--- config.mk ---
export PLATFORM = sky130hd
export DESIGN_NAME = mem_port_arbiter
export DESIGN_NICKNAME = d
export VERILOG_FILES = /design/src/rtl/mem_port_arbiter.sv
export SDC_FILE = /design/constraint.sdc
export NUM_CORES = 1
export LEC_CHECK = 0
export ABC_AREA = 1
export CAP_MARGIN = 30
export CORE_AREA = 3 3 55 69
export DETAILED_ROUTE_END_ITERATION = 10
export DIE_AREA = 0 0 58 72
export GPL_ROUTABILITY_DRIVEN = 0
export HOLD_SLACK_MARGIN = 0.08
export PLACE_DENSITY_LB_ADDON = 0.12
export SLEW_MARGIN = 20
export SYNTH_ARGS = -nofsm -noshare
export SYNTH_HDL_FRONTEND = slang
export SYNTH_SLANG_ARGS = --single-unit
--- constraint.sdc ---
create_clock -name clk -period 2.87 [get_ports clk]
set_clock_uncertainty 0.1 [all_clocks]
set_input_delay 0.574 -clock clk [delete_from_list [all_inputs] [get_ports clk]]
set_output_delay 0.574 -clock clk [all_outputs]
set_load 0.02 [all_outputs]
--- src/rtl/mem_port_arbiter.sv ---
// -----------------------------------------------------------------------------
// mem_port_arbiter
//
// Arbitrates the single-port memory between the instruction-fetch path and the
// accumulator data path. Data wins contested cycles until it has taken
// STARVE_MAX consecutive contested grants. At that point, fetch is forced
// through. A registered return tag steers the one-cycle-late read data back
// to the port that issued the read.
//
// Ports
//   clk, rst_n          clock, asynchronous active-low reset
//   if_req/if_addr      fetch request and address
//   if_gnt              fetch granted this cycle (combinational)
//   if_rvalid/if_rdata  fetch read return, one cycle after the grant
//   d_req/d_we/d_addr/d_wdata  data request (store when d_we=1, load when 0)
//   d_gnt               data granted this cycle (combinational)
//   d_rvalid/d_rdata    load read return, one cycle after the grant
//   mem_en/mem_we/mem_addr/mem_wdata  memory drive for the granted access
//   mem_rdata           memory read data, valid the cycle after a read
//   fetch_stall_cnt     saturating count of cycles with fetch waiting
// -----------------------------------------------------------------------------
module mem_port_arbiter #(
  parameter int AW         = 8,
  parameter int DW         = 8,
  parameter int STARVE_MAX = 3
) (
  input  logic          clk,
  input  logic          rst_n,
  input  logic          if_req,
  input  logic [AW-1:0] if_addr,
  output logic          if_gnt,
  output logic          if_rvalid,
  output logic [DW-1:0] if_rdata,
  input  logic          d_req,
  input  logic          d_we,
  input  logic [AW-1:0] d_addr,
  input  logic [DW-1:0] d_wdata,
  output logic          d_gnt,
  output logic          d_rvalid,
  output logic [DW-1:0] d_rdata,
  output logic          mem_en,
  output logic          mem_we,
  output logic [AW-1:0] mem_addr,
  output logic [DW-1:0] mem_wdata,
  input  logic [DW-1:0] mem_rdata,
  output logic [7:0]    fetch_stall_cnt
);

  typedef enum logic [1:0] {
    TAG_NONE  = 2'd0,
    TAG_FETCH = 2'd1,
    TAG_DATA  = 2'd2
  } tag_e;

  localparam logic [3:0] STARVE_LIM = 4'(STARVE_MAX);

  logic [3:0] starve_cnt, starve_cnt_nxt;
  tag_e       tag, tag_nxt;
  logic       fetch_forced;

  // Fetch has waited through STARVE_MAX contested data grants.
  assign fetch_forced = (starve_cnt == STARVE_LIM);

  // NOTE: every output of this block is given a default first, so that no
  // path leaves a signal unassigned and infers a latch.
  always_comb begin
    if_gnt         = 1'b0;
    d_gnt          = 1'b0;
    mem_en         = 1'b0;
    mem_we         = 1'b0;
    mem_addr       = '0;
    mem_wdata      = '0;
    starve_cnt_nxt = starve_cnt;
    tag_nxt        = TAG_NONE;

    // Grants are held off while reset is asserted, even though they are
    // combinational from the requests.
    if (rst_n) begin
      if (d_req && !(if_req && fetch_forced)) begin
        d_gnt = 1'b1;
      end else if (if_req) begin
        if_gnt = 1'b1;
      end
    end

    if (d_gnt) begin
      mem_en    = 1'b1;
      mem_we    = d_we;
      mem_addr  = d_addr;
      mem_wdata = d_wdata;
      tag_nxt   = d_we ? TAG_NONE : TAG_DATA;
    end else if (if_gnt) begin
      mem_en   = 1'b1;
      mem_addr = if_addr;
      tag_nxt  = TAG_FETCH;
    end

    // Only a contested data grant advances the count. Any fetch grant, or a
    // cycle without a fetch request, restarts it.
    if (!if_req || if_gnt) begin
      starve_cnt_nxt = 4'd0;
    end else if (d_gnt) begin
      starve_cnt_nxt = starve_cnt + 4'd1;
    end
  end

  // NOTE: state registers use non-blocking assignments so every flop samples
  // the pre-edge values, independent of statement order.
  always_ff @(posedge clk or negedge rst_n) begin
    if (!rst_n) begin
      starve_cnt <= 4'd0;
      tag        <= TAG_NONE;
    end else begin
      starve_cnt <= starve_cnt_nxt;
      tag        <= tag_nxt;
    end
  end

  always_ff @(posedge clk or negedge rst_n) begin
    if (!rst_n) begin
      fetch_stall_cnt <= 8'd0;
    end else if (if_req && !if_gnt && (fetch_stall_cnt != 8'hFF)) begin
      fetch_stall_cnt <= fetch_stall_cnt + 8'd1;
    end
  end

  // Read return: only the port named by the tag sees valid data. The other
  // port's data is held at zero.
  assign if_rvalid = (tag == TAG_FETCH);
  assign d_rvalid  = (tag == TAG_DATA);
  assign if_rdata  = if_rvalid ? mem_rdata : '0;
  assign d_rdata   = d_rvalid  ? mem_rdata : '0;

endmodule

# == Word level (Yosys, flattened, before mapping) ==
# Cells that the tools add are included.
# totals
regBits,14
in_bits,37
word_cells,36
# op_classes
add_sub_neg,2
n_eq_ne,4
n_mux,18
n_reduce_logical,9
# ops
op,count
$mux W8,5
$mux W1,9
$add A8 B1 Y8 const B,1
$mux W4,2
$ne A8 B8 Y1 const B,1
$add A4 B1 Y4 const B,1
$eq A4 B2 Y1 const B,1
$logic_and A1 B1 Y1,4
$mux W2,2
$logic_not A1 Y1,3
$eq A2 B1 Y1 const B,1
$eq A2 B2 Y1 const B,1
$reduce_bool A2 Y1,1
$logic_or A1 B1 Y1,1

# == Longest topological paths before layout ==
# depth
word_depth,9
mapped_depth,9
ltp_nobuf,9

# == Worst setup path after synthesis ==
# Ideal clock, no wire load.
# synth_timing
path_kind,reg-to-output
start,reg starve_cnt[0]
end,out mem_wdata[0]
arrival_time_ns,1.326
required_ns,2.196
path_slack_ns,0.870
stages_incl_launch_ff,10
n_path_buf,1
path_cell_list,dfrtp_1 ha_1 nand2_1 inv_1 nand2_2 nand2_4 nor2_4 inv_2 buf_6 nor2_2
# synth_between
elab_chain_cells,7
# synth_rtl
element,line_no,source
"start, declared",57,"logic [3:0] starve_cnt, starve_cnt_nxt;"
"start signal, assigned",114,starve_cnt <= starve_cnt_nxt;
$eq A4 B2 Y1,62,assign fetch_forced = (starve_cnt == STARVE_LIM);
$logic_and A1 B1 Y1,79,if (d_req && !(if_req && fetch_forced)) begin
$logic_not A1 Y1,79,
$logic_and A1 B1 Y1,79,
$mux W1,79,
$mux W1,78,if (rst_n) begin
$mux W8,86,if (d_gnt) begin
"end, declared",44,"output logic [DW-1:0] mem_wdata,"
# No other way between the ends.

# == Final worst setup path ==
# layout_timing
start,in if_req
end,out mem_addr[6]
# layout_between
elab_chain_cells,7
word_cells_on_any_way,10
classes_between,7 x mux; 3 x reduce/logical
# layout_rtl
element,line_no,source
"start, declared",29,"input logic if_req,"
$logic_and A1 B1 Y1,79,
$logic_not A1 Y1,79,
$logic_and A1 B1 Y1,79,
$mux W1,79,
$mux W1,78,
$mux W8,92,end else if (if_gnt) begin
$mux W8 *,86,
"end, declared",43,"output logic [AW-1:0] mem_addr,"
# Every way passes the cells marked *; elsewhere a longest branch is shown, timed or not.

==> flow_summary.yaml <==
cts:
  tritoncts: "done"
  ctsLongestPathBuffers: 2
  cts-root-buf: "clkbuf_8"
  clk_latency_ps: 240
  clk_pin_slew_ps: 50
  cts_setup_buffers: 0
  h-tree-depth: 1
  cts_inserted_buffers: 3
  cts_num_sinks: 14
floorplan:
  rows: 23
  die_w_um: 58
  die_h_um: 72
  core_um2: 3223
  initial_utilization_pct: 35.95
  io_pins: 83
  die_area_um2: 4176
grt:
  grt-busiest-layer: "met2"
  grt_pass1_vias: 1284
  grt_usage_pct: 16.76
  grtUsageMet3_pct: 2.847
  grt_antenna_before_repair: 0
  grt_pass1_wl_um: 5671
  gr-total-overflow: 0
  grt_max_degree: 16
  use_met2_pct: 31.53
  grtUsageMet1_pct: 19.34
timing:
  rsz0062_at_grt: "false"
  post-route-period-util_pct: 93.84
  maxSlewViolCount: 0
  setup-tns-final_ps: 0
  finalHoldViolations: 0
  timing.final.crit_period_ps: 2693
  slew_headroom_pct: 81.49
  worstMarginPinSlew_ps: 276.9
  setup_violations: 0
  fmax_ghz: 0.3713
routing:
  via_per_inst: 4.449
  drt_pass1_iterations: 4
  wirelength_um: 3412
  routedWlPerCell_um: 10.94
  drc: 0
  drt_iter0_drc: 31
  final_antenna_net_count: 0
  num_vias: 1388
setup_path:
  reg2reg_from: "starve_cnt[0]$_DFFE_PN0P_"
  crit_type: "in -> out"
  path_cells: "clkdlybuf4s50_1 > nand2_1 > inv_1 > nand2_2 > nand2_4 > nor2_4 > buf_4 > nand2_1 > nand2_1 > dlygate4sd2_1"
  cpMostUsedCell: "nand2_1"
  startpoint_type: "input pin"
  path_delay_family: "buffers and inverters"
  cp.required_ps: 2200
  cpMaxStageDelayCell: "clkdlybuf4s50_1"
  critPathLaunch: "if_req"
  cp-end-kind: "primary output"
  crit_arrival_ps: 2020
  critical-path-max-stage-delay_ps: 440
  critical_path_buf_inv_count: 4
  cp_max_fo: 6
hold_path:
  hp-class: "reg -> reg"
  hold_start: "starve_cnt[0]$_DFFE_PN0P_"
synthesis:
  ys_types: 21
  synthesis.area_um2: 1159
  syn_inst: 183
  yosys.area.top_type_share_pct: 30.24
  yosys.area.top_type: "dfrtp_1"
  ys_warn_count: 0
  yosysSeqAreaShare_pct: 30.24
  synth_area_per_cell_um2: 6.331
  syn_nets: 222
  synth.top_cells.by_area: "dfrtp_1 (30%), nand2_1 (21%), inv_1 (11%), nor2_1 (7.1%), nand3_1 (5.2%)"
  synth-seq-cells: 14
layout:
  antenna_cells: 0
  drive_gt1_share_pct: 12.00
  fin_nets: 316
  fin_cells: 312
  design_area_um2: 2100
  syn_to_final_growth_pct: 81.21
place:
  placed_cells: 309
  port_buffers: 82
  dpl-instance-area_um2: 2073
  dp_hpwl_um: 2883
power:
  power_leakage_nw: 1.207
  powerDensity_nw_per_um2: 348.7
  ir_worst_vdd_mv: 0.4620
run_status:
  status: "finished, final reports clean"
flow_run:
  maxCapViolations: 0
[logic make-up after synthesis]
kind of cell             synth area share (%)
XOR/XNOR                                2.268
adder cells (fa/ha/maj)                 2.159
buffers and inverters                   14.04
AO/OA/AOI/OAI                           2.268
flip-flops                              30.24
AND/OR/NAND/NOR                         49.03
[final cells by class]
class                           instances  area, um2
Sequential cell                        14      350.3
Tap cell                               37      46.29
Inverter                               36      137.6
Timing Repair Buffer                   92      878.3
Fill cell                             304       1124
Clock buffer                            3      41.29
Multi-Input combinational cell        130      645.6
[stage by stage]
stage / power (mW) / worst slack, ps / hold slack [ps] / utilization, %
5_1_grt: 0.7789 / 15.97 / 447.7 / 65.14
4_1_cts: 0.7405 / 38.60 / 423.2 / 64.98
6_report: 0.7322 / 176.8 / 413.9 / 65.14
3_3_place_gp: 0.5892 / -35.03 / 405.9 / 64.32
3_5_place_dp: 0.5930 / -59.50 / 415.0 / 64.32
2_1_floorplan: 0.4182 / 870.4 / 178.4 / -
[per-layer routing]
metal	share of wire (%)	wire, um
met2	53	1815
met3	7.0	238
met4	0.82	28
met5	0	0
met1	39	1330
[Yosys cell counts (all sizes together)]
cell	number
nand2	68
inv	36
nor2	33
dfrtp	14
nand3	14
nand4	5
buf	3
xor2	3
ha	2
o21ai	2
a21oi	1
nand3b	1
o31ai	1
[cells in the final DEF, fill, tap and decap left out]
master,instances
a21oi_2,1
buf_4,10
clkbuf_8,3
clkdlybuf4s50_1,62
dfrtp_1,14
dlygate4sd2_1,18
dlymetal6s2s_1,2
ha_1,2
inv_1,34
inv_2,1
inv_4,1
nand2_1,64
nand2_2,1
nand2_4,3
nand3_1,12
nand3_2,1
nand3_4,1
nand3b_1,1
nand4_1,5
nor2_1,22
nor2_2,9
nor2_4,2
o21ai_0,2
o31ai_1,1
xor2_1,3
[state kept, by name, summed over array words and instances, names as in the netlist]
register         cells
fetch_stall_cnt      8
tag                  2
starve_cnt           4
[power breakdown]
group	switching, mW	internal [mW]
combinational	0.159	0.160
sequential	0.0379	0.225
clock	0.0587	0.0922
[worst paths after layout]
| path | depth (start not counted) | slack, ps | endpoint |
|---|---|---|---|
| worst max-delay path | 10 | 180 | mem_addr[6] |
| worst min register to register | 1 | 410 | starve_cnt[0]$_DFFE_PN0P_ |
| min in group asynchronous | 2 | 640 | starve_cnt[1]$_DFFE_PN0P_ |
| worst min-delay path | 1 | 410 | starve_cnt[0]$_DFFE_PN0P_ |
| worst max register to register | 9 | 1240 | starve_cnt[3]$_DFFE_PN0P_ |
| max in group asynchronous | 2 | 1860 | tag[0]$_DFF_PN0_ |
[what timing repair did]
item / 4_1_cts / 5_1_grt
gates resized for setup: 19 / 2
endpoints found under the setup margin: 18 / 2
hold buffers: 0 / 0
endpoints found under the hold margin: 0 / 0
(Power assumes the default switching activity.)
